--- src/rtl/seg7_pkg.sv ---
// Shared constants for the 7-segment scan decoder: glyph patterns
// (lit segments, abcdefg order, a = MSB), anode count and glyph decode.
package seg7_pkg;

    localparam int NUM_ANODES = 8;

    localparam logic [6:0] GLYPH_0 = 7'h7E;
    localparam logic [6:0] GLYPH_1 = 7'h30;
    localparam logic [6:0] GLYPH_2 = 7'h6D;
    localparam logic [6:0] GLYPH_3 = 7'h79;
    localparam logic [6:0] GLYPH_4 = 7'h33;
    localparam logic [6:0] GLYPH_5 = 7'h5B;
    localparam logic [6:0] GLYPH_6 = 7'h5F;
    localparam logic [6:0] GLYPH_7 = 7'h70;
    localparam logic [6:0] GLYPH_8 = 7'h7F;
    localparam logic [6:0] GLYPH_9 = 7'h7B;
    localparam logic [6:0] GLYPH_A = 7'h77;
    localparam logic [6:0] GLYPH_B = 7'h1F;
    localparam logic [6:0] GLYPH_C = 7'h4E;
    localparam logic [6:0] GLYPH_D = 7'h3D;
    localparam logic [6:0] GLYPH_E = 7'h4F;
    localparam logic [6:0] GLYPH_F = 7'h47;

    // Entry k holds the lit pattern of hex value k.
    localparam logic [15:0][6:0] GLYPHS = {
        GLYPH_F, GLYPH_E, GLYPH_D, GLYPH_C,
        GLYPH_B, GLYPH_A, GLYPH_9, GLYPH_8,
        GLYPH_7, GLYPH_6, GLYPH_5, GLYPH_4,
        GLYPH_3, GLYPH_2, GLYPH_1, GLYPH_0
    };

    // Active-low segments in, {valid, blank, nibble} out.
    function automatic logic [5:0] glyph_decode(input logic [6:0] seg_n);
        logic [6:0] lit;
        logic [5:0] res;
        lit = ~seg_n;
        res = 6'b00_0000;
        if (lit == 7'h00) begin
            res = 6'b01_0000;
        end
        for (int k = 0; k < 16; k++) begin
            if (lit == GLYPHS[k]) begin
                res = {2'b10, 4'(k)};
            end
        end
        return res;
    endfunction

endpackage

--- src/rtl/seg7_glyph_decode.sv ---
// Combinational glyph decoder.
// Ports: seg_n[6:0] active-low abcdefg in; valid, blank, nibble[3:0] out.
module seg7_glyph_decode
    import seg7_pkg::*;
(
    input  logic [6:0] seg_n,
    output logic       valid,
    output logic       blank,
    output logic [3:0] nibble
);

    assign {valid, blank, nibble} = glyph_decode(seg_n);

endmodule

--- src/rtl/seg7_scan_decoder.sv ---
// Monitors a multiplexed 8-digit 7-segment bus and rebuilds digit values.
// Ports: clk, reset_n, seg_a..seg_g, anodes[7:0] in;
//        digits[31:0], digit_valid, blank, frame_done, error, active out.
module seg7_scan_decoder
    import seg7_pkg::*;
#(
    parameter int settle_cycles = 8,
    parameter int settle_width  = 4,
    parameter int timeout_width = 20
) (
    input  logic        clk,
    input  logic        reset_n,
    input  logic        seg_a,
    input  logic        seg_b,
    input  logic        seg_c,
    input  logic        seg_d,
    input  logic        seg_e,
    input  logic        seg_f,
    input  logic        seg_g,
    input  logic [7:0]  anodes,
    output logic [31:0] digits,
    output logic [7:0]  digit_valid,
    output logic [7:0]  blank,
    output logic        frame_done,
    output logic        error,
    output logic        active
);

    localparam logic [settle_width-1:0] SETTLE_MAX =
        settle_width'(settle_cycles);
    localparam logic [timeout_width-1:0] TO_MAX = '1;

    logic [14:0] pins;
    logic [14:0] sync1_q, sync1_d;
    logic [14:0] sync2_q, sync2_d;
    logic [14:0] prev_q, prev_d;
    logic [settle_width-1:0]  settle_q, settle_d;
    logic [timeout_width-1:0] to_q, to_d;
    logic [31:0] digits_q, digits_d;
    logic [7:0]  valid_q, valid_d;
    logic [7:0]  blank_q, blank_d;
    logic [7:0]  visited_q, visited_d;
    logic        frame_q, frame_d;
    logic        error_q, error_d;
    logic        fault_q, fault_d;
    logic        active_q, active_d;

    logic [7:0] an_low;
    logic [7:0] vis_next;
    logic [2:0] idx;
    logic       idle, onehot, fault, changed, capture, timed_out;
    logic       dec_valid, dec_blank;
    logic [3:0] dec_nibble;

    assign pins = {anodes, seg_a, seg_b, seg_c, seg_d, seg_e, seg_f, seg_g};

    seg7_glyph_decode u_glyph (
        .seg_n  (sync2_q[6:0]),
        .valid  (dec_valid),
        .blank  (dec_blank),
        .nibble (dec_nibble)
    );

    always_comb begin
        sync1_d = pins;
        sync2_d = sync1_q;
        prev_d  = sync2_q;

        an_low  = ~sync2_q[14:7];
        idle    = (an_low == 8'h00);
        onehot  = !idle && ((an_low & (an_low - 8'd1)) == 8'h00);
        fault   = !idle && !onehot;
        changed = (sync2_q != prev_q);

        idx = 3'd0;
        for (int i = 0; i < NUM_ANODES; i++) begin
            if (an_low[i]) begin
                idx = i[2:0];
            end
        end

        // Idle and fault hold the counter at 0 so a later one-hot
        // anode always starts a fresh settle period.
        if (changed || !onehot) begin
            settle_d = '0;
        end else if (settle_q != SETTLE_MAX) begin
            settle_d = settle_q + settle_width'(1);
        end else begin
            settle_d = settle_q;
        end

        capture = onehot && !changed && (settle_q == SETTLE_MAX - 1'b1);

        timed_out = (to_q == TO_MAX) && !capture;
        if (capture) begin
            to_d = '0;
        end else if (to_q != TO_MAX) begin
            to_d = to_q + timeout_width'(1);
        end else begin
            to_d = to_q;
        end

        digits_d  = digits_q;
        valid_d   = valid_q;
        blank_d   = blank_q;
        visited_d = visited_q;
        active_d  = active_q;
        frame_d   = 1'b0;
        vis_next  = visited_q | an_low;

        if (timed_out) begin
            active_d  = 1'b0;
            valid_d   = 8'h00;
            blank_d   = 8'h00;
            visited_d = 8'h00;
        end

        if (capture) begin
            digits_d[{idx, 2'b00} +: 4] = dec_nibble;
            valid_d[idx] = dec_valid;
            blank_d[idx] = dec_blank;
            active_d     = 1'b1;
            // The completing capture is consumed by this frame.
            if (vis_next == 8'hFF) begin
                frame_d   = 1'b1;
                visited_d = 8'h00;
            end else begin
                visited_d = vis_next;
            end
        end

        fault_d = fault;
        error_d = fault && !fault_q;
    end

    always_ff @(posedge clk or negedge reset_n) begin
        if (!reset_n) begin
            sync1_q   <= '1;
            sync2_q   <= '1;
            prev_q    <= '1;
            settle_q  <= '0;
            to_q      <= '0;
            digits_q  <= '0;
            valid_q   <= '0;
            blank_q   <= '0;
            visited_q <= '0;
            frame_q   <= 1'b0;
            error_q   <= 1'b0;
            fault_q   <= 1'b0;
            active_q  <= 1'b0;
        end else begin
            sync1_q   <= sync1_d;
            sync2_q   <= sync2_d;
            prev_q    <= prev_d;
            settle_q  <= settle_d;
            to_q      <= to_d;
            digits_q  <= digits_d;
            valid_q   <= valid_d;
            blank_q   <= blank_d;
            visited_q <= visited_d;
            frame_q   <= frame_d;
            error_q   <= error_d;
            fault_q   <= fault_d;
            active_q  <= active_d;
        end
    end

    assign digits      = digits_q;
    assign digit_valid = valid_q;
    assign blank       = blank_q;
    assign frame_done  = frame_q;
    assign error       = error_q;
    assign active      = active_q;

endmodule

--- config.mk ---
export PLATFORM = sky130hd
export DESIGN_NAME = seg7_scan_decoder
export DESIGN_NICKNAME = d
export VERILOG_FILES = /design/src/rtl/seg7_pkg.sv /design/src/rtl/seg7_glyph_decode.sv /design/src/rtl/seg7_scan_decoder.sv
export SDC_FILE = /design/constraint.sdc
export NUM_CORES = 1
export LEC_CHECK = 0
export BUFFER_PORTS_ARGS = -buffer_cell sky130_fd_sc_hd__buf_2
export CORE_MARGIN = 4
export CORE_UTILIZATION = 55
export DETAILED_ROUTE_END_ITERATION = 10
export GPL_TIMING_DRIVEN = 0
export PLACE_DENSITY = 0.75
export SLEW_MARGIN = 10
export SYNTH_ARGS = -nofsm -noshare
export SYNTH_HDL_FRONTEND = slang
export SYNTH_SLANG_ARGS = --single-unit
--- constraint.sdc ---
create_clock -name clk -period 5.9 [get_ports clk]
set_clock_uncertainty 0.2 [all_clocks]
set_input_delay 0.59 -clock clk [delete_from_list [all_inputs] [get_ports clk]]
set_output_delay 0.59 -clock clk [all_outputs]
set_load 0.02 [all_outputs]
-- After elaboration in Yosys (flattened, before gate mapping)
Index checks and enable logic that the tools add are counted.
Widths: inputs -> output; s select.
- flip-flop bits (word level): 129
- bits in latches: 0
- memory bits (writable): 0
- ROM bits: 0
- output and inout port bits: 51
- word-level logic and storage cells: 110
- memories: 0
- add/sub/neg operators: 4
- $mul: 0
- div/mod/pow operators: 0
- order comparisons: 2
- eq/ne operators: 22
- shift-type cells: 2
- mux-type cells: 44
- bitwise operators: 4
- reductions and logical operators: 19
- operators by type and width (cell ; count):
    $mux 6 ; 16
    $eq 7x7->1 const B ; 12
    $mux 8 ; 7
    $mux 20 ; 2
    $bwmux 32 ; 1
    $shift 4x7->32 const A ; 1
    $shiftx 4x7->32 ; 1
    $eq 7x6->1 const B ; 3
    $add 20x1->20 const B ; 1
    $eq 20x20->1 const B ; 1
    $ne 20x20->1 const B ; 1
    $bwmux 8 ; 2
    $logic_not 8->1 ; 2
    $mux 3 ; 5
    $ne 15x15->1 ; 1
    $and 8x8->8 ; 1
    $eq 8x8->1 const B ; 1
    $mux 4 ; 2
    $not 8->8 ; 1
    $or 8x8->8 ; 1
    $sub 8x1->8 const B ; 1
    $eq 7x5->1 const B ; 1
    $logic_and 1x1->1 ; 7
    $logic_not 7->1 ; 1
    other kinds (14) ; 25

-- Logic depth before layout (Yosys ltp)
Gate-level depths: netlist of run 1.
- word-level depth: 21
- gate-level depth with buffers: 12
- mapped depth without buffers: 10

-- By module
Synthesis of run 1 repeated with hierarchy kept, for this count alone.
- cells, all modules: 474
- area total of the unflattened synthesis: 5666.7 µm²
- by module, submodules not included (module ; times used ; cells an instance ; area each (µm²) ; sequential area each (µm²)):
    seg7_scan_decoder ; 1 ; 423 ; 5346.4 ; 3284.4
    seg7_glyph_decode ; 1 ; 51 ; 320.3 ; 0.0

-- Worst setup path before layout of run 1
No wires, ideal clock.
- path kind: register -> register
- start point: register sync2_q[14], in the netlist prev_d[14]
- end point: register digits_q[25], in the netlist digits[25]
- arrival: 2.668 ns
- path slack: 2.904 ns
- stages on the path, launching flop included: 11
- path buffers: 2
- path through: dfstp_2 buf_1 inv_1 nor2_1 inv_1 ha_1 nor2b_1 nor2b_1 and4_1 buf_2 mux2_1
- word-level cells in the longest chain between the ends: 7
- elaborated cells on any way between the ends: 16
- those cells by class: 2 x add/sub; 1 x eq/ne; 2 x shift; 2 x mux; 2 x bitwise; 7 x reduce/logical
- ends and longest elaborated chain (item ; line ; text):
    start: declaration ; seg7_scan_decoder.sv:35 ; logic [14:0] sync2_q, sync2_d;
    start signal: assignment ; seg7_scan_decoder.sv:153 ; sync2_q <= sync2_d;
    $not 8->8 ; seg7_scan_decoder.sv:69 ; an_low = ~sync2_q[14:7];
    $sub 8x1->8 ; seg7_scan_decoder.sv:71 ; onehot = !idle && ((an_low & (an_low - 8'd1)) == 8'h00);
    $and 8x8->8 ; seg7_scan_decoder.sv:71 ;
    $logic_not 8->1 ; seg7_scan_decoder.sv:71 ;
    $logic_and 1x1->1 ; seg7_scan_decoder.sv:71 ;
    $logic_and 1x1->1 (2 in series) ; seg7_scan_decoder.sv:92 ; capture = onehot && !changed && (settle_q == SETTLE_MAX - 1'b1);
    end signal: assignment ; seg7_scan_decoder.sv:157 ; digits_q <= digits_d;
    end: declaration ; seg7_scan_decoder.sv:39 ; logic [31:0] digits_q, digits_d;
Several ways; a longest one is shown, not always the timed one.
A chain may end at the register's enable or synchronous reset.

-- Worst setup path after layout of run 1
- start point: register sync2_q[14], in the netlist prev_d[14]
- end point: register digits_q[27], in the netlist digits[27]
The elaborated chain is that of the path after synthesis.

==> results of run 1 <==
[synthesized netlist by cell type (all sizes together), types with 2 or more instances]
cell type  number  area, µm²
clkbuf          9       33.8
dfrtp          84       2100
o2bb2ai        16        140
nor4b           4       35.0
nand4b          2       17.5
o22ai           5       31.3
and3           12       80.1
and4            2       20.0
mux2i           9       90.1
and2            2       12.5
nor2           38        145
dfstp          45       1180
nand4          13        118
nor3b           2       15.0
a21oi           8       40.0
o21ai          11       58.8
nor2b           4       25.0
nor3            9       45.0
nand2          26       97.6
buf            15       80.1
inv            26       97.6
or3             7       43.8
nand3          15       80.1
ha              7       87.6
mux2           32        383
xnor2          25        219
nand3b          3       22.5
o2111ai         3       32.5
o21a           10       75.1
a22oi           2       15.0
nor4            7       65.1
xor2            8       70.1
or4             4       37.5
a31oi           3       33.8
[timing repair]
item / 4_1_cts / 5_1_grt
hold endpoints to repair: 36 / 0
setup endpoints to repair: 0 / 0
hold buffers: 16 / 0
[stage by stage]
step,util (%),total power [mW],std cells
floorplan,-,0.986,482
global placement,60.9,1.02,685
detailed placement,61.2,1.03,686
CTS,68.6,2.05,734
global route,68.6,2.11,734
finish,68.6,2.03,734
[report_power, final]
part / switching, mW / leakage, nW / internal (mW)
Clock: 0.370 / 0.290 / 0.638
Sequential: 0.0105 / 1.63 / 0.914
Combinational: 0.0586 / 1.39 / 0.0369
[sequential cells by signal (all words and copies together), names as in the netlist]
name / cells
visited_q: 8
digits: 32
prev_q: 15
frame_done: 1
settle_q: 4
blank: 8
error: 1
prev_d: 15
sync1_q: 15
fault_q: 1
active: 1
to_q: 20
digit_valid: 8
[final cells by class]
type | count | area (µm²) | share of cell area [%]
Buffer | 24 | 114 | 1.62
Multi-Input combinational cell | 303 | 2260 | 32.1
Sequential cell | 129 | 3280 | 46.6
Clock inverter | 5 | 36.3 | 0.515
Clock buffer | 27 | 556 | 7.88
Tap cell | 136 | 170 | 2.41
Inverter | 26 | 97.6 | 1.38
Timing Repair Buffer | 84 | 529 | 7.51
[how the worst max path moves through the flow]
stage	end	depth (start not counted)	slack (ps)
final	digits[27]$_DFFE_PN0P_	10	2310
after global routing	digits[27]$_DFFE_PN0P_	10	2000
after CTS	digits[27]$_DFFE_PN0P_	10	2280
after detailed placement	digits[27]$_DFFE_PN0P_	10	2330
after global placement	digits[26]$_DFFE_PN0P_	10	2400
after floorplan	digits[25]$_DFFE_PN0P_	10	2900
[logic make-up (layout without fill, tap and decap cells)]
kind of cell / Yosys count / after routing / share of synthesized area (%)
XOR/XNOR: 33 / 33 / 5.02
AO/OA/AOI/OAI: 68 / 68 / 8.96
adder cells (fa/ha/maj): 7 / 7 / 1.52
multiplexers: 41 / 41 / 8.22
buffers and inverters: 50 / 166 / 3.67
AND/OR/NAND/NOR: 154 / 154 / 15.5
flip-flops: 129 / 129 / 57.1
[metal layers]
layer	vias to the layer above	part of all wire, %
met5	-	0
met4	0	1.5
met3	19	3.9
met2	103	50
met1	2063	44
li1	1919	-
[worst max-delay path, cell delays in order (launching register included)]
cell                      delay (ps)
sky130_fd_sc_hd__dfstp_2         580
sky130_fd_sc_hd__buf_1           380
sky130_fd_sc_hd__inv_1           130
sky130_fd_sc_hd__nor2_1          400
sky130_fd_sc_hd__inv_1           230
sky130_fd_sc_hd__ha_1            420
sky130_fd_sc_hd__nor2b_1         300
sky130_fd_sc_hd__nor2b_1         160
sky130_fd_sc_hd__and4_1          190
sky130_fd_sc_hd__buf_2           150
sky130_fd_sc_hd__mux2_1          340
==> key figures, run 1 <==
Logic synthesis
  • Most frequently used flop master after synthesis: sky130_fd_sc_hd__dfrtp_1
  • Instance count of the mapped netlist: 482
  • Async SR Flop Fraction: between 90% and 100%
  • Number of distinct standard cells referenced by the synthesized netlist: 65
  • Number of warnings reported in the yosys synthesis log: 0
  • Area of the mapped netlist: between 0.005 and 0.006 mm²
  • Number of synthesized flops with an enable pin: 0
  • Post-synthesis area per instance: 11.9 µm²
  • Count of state elements after synthesis: between 100 and 150
  • Total nets after synthesis: around 500
  • Sequential-to-total area share from yosys stat: 57.1%

GRT
  • Met3 global-route usage: under 10%
  • Pin count of the biggest net entering global routing: 89
  • Wire length of the first global-routing pass: ~20,000 µm
  • Layer with the highest usage: met2
  • Initial antenna violation count: 0
  • Global route total overflow: 0
  • Global-route track usage on met2: 35.3%
  • Number of global-route vias before repair: 4,088
  • Global routing met1 resource utilization: between 20% and 30%
  • All-layer global routing usage: between 20% and 30%

Place
  • Worst setup slack after placement: ~2300 ps
  • Input/output buffers: 67
  • Placed Instance Area: between 0.006 and 0.007 mm²
  • Placer's final routability congestion estimate: roughly 0.84
  • Half-perimeter wire length of the detailed placement result: 8100 µm

Setup path
  • Origin of the critical flop-to-flop path: prev_d[14]$_DFF_PN1_
  • Worst reg2reg path endpoint: digits[27]$_DFFE_PN0P_
  • Signal arrival time at the worst endpoint: between 3000 and 4000 ps
  • Worst-path maximum fanout: 10
  • Setup slack, reg-to-reg: ~2300 ps
  • Startpoint class of the critical path: flop
  • Reg2reg path depth: 10
  • Start point of the critical path: prev_d[14]$_DFF_PN1_
  • Critical path required time: just over 6000 ps
  • Critical Path End Type: flop
  • Critical path class: flop to flop

Route
  • Via count of the routed design: roughly 4,100
  • Antenna-violating nets left: 0
  • First-pass detailed-route iteration total: 5
  • Mean routed wirelength per cell: about 17 µm
  • Final wirelength: between 10,000 and 15,000 µm
  • Detailed router's first-iteration violation count: around 300
  • Detailed-route vias per instance: ~5.6
  • Number of DRC violations after detailed routing: 0

Timing
  • Max Slew Vio Count: 0
  • Slew at the pin closest to its max-slew limit: approximately 830 ps
  • Unrepaired setup endpoints after global routing: false
  • Worst slew margin: a little over two fifths
  • Fraction of the cycle the final worst path needs: just over 60%
  • Crit path setup slack, layout: ~2300 ps
  • Hold_ws: between 150 and 200 ps
  • Setup-violating endpoint count in the final report: 0
  • Fmax: around 280 MHz
  • Count of endpoints failing hold in the final timing report: 0
  • Final critical delay including setup and external delays: between 3000 and 4000 ps
  • Setup TNS: 0 ps

CTS
  • H-tree levels: 4
  • CTS tree: done
  • Bufs on Longest Clock Path: 2
  • Post-CTS Resized: 0
  • Clk slew on worst S/H paths: 60 ps
  • Num CTS Buffers: 17
  • Insertion delay to the later sink of the worst-skew pair: approximately 520 ps
  • Clock Sinks: 129
  • Clock root buffer master: sky130_fd_sc_hd__clkbuf_8
  • Number of buffers inserted by post-CTS setup repair: 0

Layout
  • Cell area after layout: ~0.0070 mm²
  • Final net count: 609
  • Ratio of cells with drive above 1 in the final layout: between 30% and 40%
  • Fillers: approximately 780
  • Most common library cell in the layout ignoring fill and taps: sky130_fd_sc_hd__dfrtp_1
  • Area overhead of the layout relative to synthesis: 22.4%
  • Ant. Diodes: 0
  • Leading cell types in the layout, fill and taps excluded: sky130_fd_sc_hd__dfrtp_1 (84), sky130_fd_sc_hd__buf_2 (79), sky130_fd_sc_hd__dfstp_2 (45)

Floorplan
  • Starting density of the core: between 50% and 60%
  • Core Region: between 0.01 and 0.015 mm²
  • Floorplan die height: about 110 µm
  • X dimension of the die: about 110 µm
  • Die Area: between 0.01 and 0.015 mm²
  • Number of standard-cell rows in the floorplan: 37
  • Ports placed on the boundary: 68

Pwr
  • Largest vdd supply drop: roughly 0.25 mV
  • Total power per unit cell area: ~290 mW/mm²
  • Leakage dissipation: around 3.3 nW

Hold path
  • Number of instances on the worst hold path: 0
  • Class of the tightest hold or removal check: flop to flop
  • Launch point of the worst hold path: sync1_q[6]$_DFF_PN1_
  • Worst min-delay path endpoint: prev_d[6]$_DFF_PN1_

Status
  • Run status: finished, final reports clean

Run
  • Number of violations of the max-capacitance limit: 0
(Power assumes the default switching activity.)
==> run 2: changes to the inputs <==
Settings changed: CORE_UTILIZATION 55 to 52, PLACE_DENSITY 0.75 to 0.74.
Clock period 5.9 ns to 3.1 ns, I/O delays scaled along.
==> run 2 against run 1 <==
Critical endpoint is now digits[18]$_DFFE_PN0P_; non-clock buffer count unchanged; critical path depth increased by 2; critical path type unchanged; sequential share of layout area decreased by 0.62 points; cell count increased by 0.54%; fmax increased by 20%; cell area increased by 1.3%; clock-buffer cell count decreased by 1; sequential power increased by 90%.
==> key figures, run 2 (synthesis results as in run 1) <==
Setup path
  • Startpoint class of the critical path: flop
  • Critical Path End Type: flop
  • Worst reg2reg path endpoint: digits[18]$_DFFE_PN0P_
  • Signal arrival time at the worst endpoint: roughly 3200 ps
  • Critical path class: flop to flop
  • Worst-path maximum fanout: 9
  • Origin of the critical flop-to-flop path: prev_d[13]$_DFF_PN1_
  • Setup slack, reg-to-reg: between 100 and 150 ps
  • Combined buffer and inverter count along the critical path: 4
  • Maximum cell stage delay along the critical path: ~520 ps
  • Family with the most delay on the worst path: buffers and inverters
  • Cell with the largest stage delay on the worst path: sky130_fd_sc_hd__dfstp_2
  • Reg2reg path depth: 12
  • Critical path required time: roughly 3300 ps
  • Critical Path, Cell by Cell: buf_2, inv_1, a21oi_2, nor2_4, buf_4, ha_1, ha_4, nor2_2, and3_1, and3_1, buf_2, mux2_2

Timing
  • Fmax: between 300 and 400 MHz
  • Fraction of the cycle the final worst path needs: a little over nine tenths
  • Hold_ws: 80.8 ps
  • Setup-violating endpoint count in the final report: 0
  • Slew at the pin closest to its max-slew limit: between 800 and 900 ps
  • Unrepaired setup endpoints after global routing: false
  • Max Slew Vio Count: 0
  • Crit path setup slack, layout: between 100 and 150 ps
  • Count of endpoints failing hold in the final timing report: 0
  • Worst slew margin: 40.1%
  • Final critical delay including setup and external delays: 2990 ps

Layout
  • Flip-flop count of the largest register, all copies and words added: 32
  • Area used by sequential logic in the layout: ~0.0033 mm²
  • Fillers: between 800 and 900
  • Final net count: around 610
  • Count of placed standard cells in the final layout, fillers left out: 738
  • Ratio of cells with drive above 1 in the final layout: 34.6%
  • Leading cell types in the layout, fill and taps excluded: sky130_fd_sc_hd__dfrtp_1 (84), sky130_fd_sc_hd__buf_2 (77), sky130_fd_sc_hd__dfstp_2 (45)
  • Ant. Diodes: 0
  • Most common library cell in the layout ignoring fill and taps: sky130_fd_sc_hd__dfrtp_1
  • Area overhead of the layout relative to synthesis: 24.1%
  • Footprint of the multi-input gates: about 0.0023 mm²

Place
  • Worst setup slack after placement: -536 ps
  • Placer's final routability congestion estimate: ~0.9
  • Half-perimeter wire length of the detailed placement result: 7960 µm
  • Input/output buffers: 67
  • Count of placed standard cells including taps: between 600 and 700

Floorplan
  • Die Area: 0.0128 mm²
  • Ports placed on the boundary: between 60 and 70
  • Starting density of the core: approximately 53%
  • Number of standard-cell rows in the floorplan: 38
  • X dimension of the die: 113 µm
  • Floorplan die height: 113 µm
  • Core Region: 0.0108 mm²

CTS
  • Num CTS Buffers: 17
  • Clock root buffer master: sky130_fd_sc_hd__clkbuf_8
  • CTS tree: done
  • Clk slew on worst S/H paths: ~60 ps
  • Bufs on Longest Clock Path: 2
  • Clock Sinks: between 100 and 150
  • H-tree levels: 4
  • Insertion delay to the later sink of the worst-skew pair: about 530 ps

Hold path
  • Class of the tightest hold or removal check: input pin to async pin

Route
  • Met2 layer wire length in the routed design: roughly 6000 µm
  • First-pass detailed-route iteration total: 5
  • Top layer in use: met4
  • Detailed router's first-iteration violation count: approximately 370
  • Final wirelength: ~12,000 µm
  • Antenna-violating nets left: 0
  • Via count of the routed design: 4,060
  • Detailed route wirelength on metal3: around 650 µm
  • Routed length on met1: around 5200 µm
  • Mean routed wirelength per cell: ~16 µm
  • Detailed-route vias per instance: 5.50
  • Number of DRC violations after detailed routing: 0

GRT
  • Number of global-route vias before repair: approximately 4,200
  • Global route total overflow: 0
  • Initial antenna violation count: 0
  • All-layer global routing usage: ~20%
  • Wire length of the first global-routing pass: a little over 20,000 µm
  • Pin count of the biggest net entering global routing: 83

Status
  • Run status: finished, final reports clean

Pwr
  • Largest vdd supply drop: around 0.44 mV
  • Total power per unit cell area: roughly 560 mW/mm²
  • Leakage dissipation: approximately 3.3 nW

Run
  • Number of violations of the max-capacitance limit: 0
run 2: layer usage:
layer  GRT usage, %  up-vias
met2           32.3      114
met1           25.7     2017
met5              0        -
met3           5.45       16
met4           7.93        0
li1               -     1913
run 2: worst max path at each step:
stage / from / to / slack (ps) / cells past startpoint
2_1_floorplan: prev_d[14]$_DFF_PN1_ / digits[25]$_DFFE_PN0P_ / 100 / 10
3_3_place_gp: prev_d[14]$_DFF_PN1_ / digits[25]$_DFFE_PN0P_ / -450 / 10
3_5_place_dp: prev_d[14]$_DFF_PN1_ / digits[26]$_DFFE_PN0P_ / -540 / 10
4_1_cts: prev_d[14]$_DFF_PN1_ / digits[1]$_DFFE_PN0P_ / 10 / 9
5_1_grt: prev_d[13]$_DFF_PN1_ / digits[18]$_DFFE_PN0P_ / 2 / 12
6_report: prev_d[13]$_DFF_PN1_ / digits[18]$_DFFE_PN0P_ / 110 / 12
run 2: where the power goes:
part	internal, mW	switching [mW]	leakage (nW)
Clock	1.32	0.699	0.312
Sequential	1.74	0.0244	1.63
Combinational	0.0785	0.112	1.40
Total	3.14	0.835	3.34
run 2: final cells by class:
| cell class | instances | share of cell area [%] |
|---|---|---|
| sequential | 129 | 46.0 |
| multi-input combinational | 303 | 32.4 |
| clock buffer | 26 | 7.88 |
| timing repair buffer | 87 | 7.73 |
| tap | 140 | 2.45 |
| buffer | 21 | 1.40 |
| inverter | 26 | 1.37 |
| clock inverter | 6 | 0.806 |
run 2: metrics by stage:
stage / utilization (%) / power (mW) / cell area [µm²] / setup TNS [ps]
floorplan: - / 1.88 / 5760 / 0
finish: 65.9 / 3.97 / 7140 / 0
global route: 65.9 / 4.12 / 7140 / 0
detailed placement: 58.1 / 1.95 / 6300 / -6430
CTS: 65.7 / 4.01 / 7120 / 0
global placement: 57.8 / 1.94 / 6270 / -4720
run 2: repair_timing:
item	in CTS	in global routing
setup buffers	1	2
gates resized for setup	8	4
pin swaps	3	1
hold endpoints to repair	99	0
endpoints found under the setup margin	28	13
hold buffers	16	0
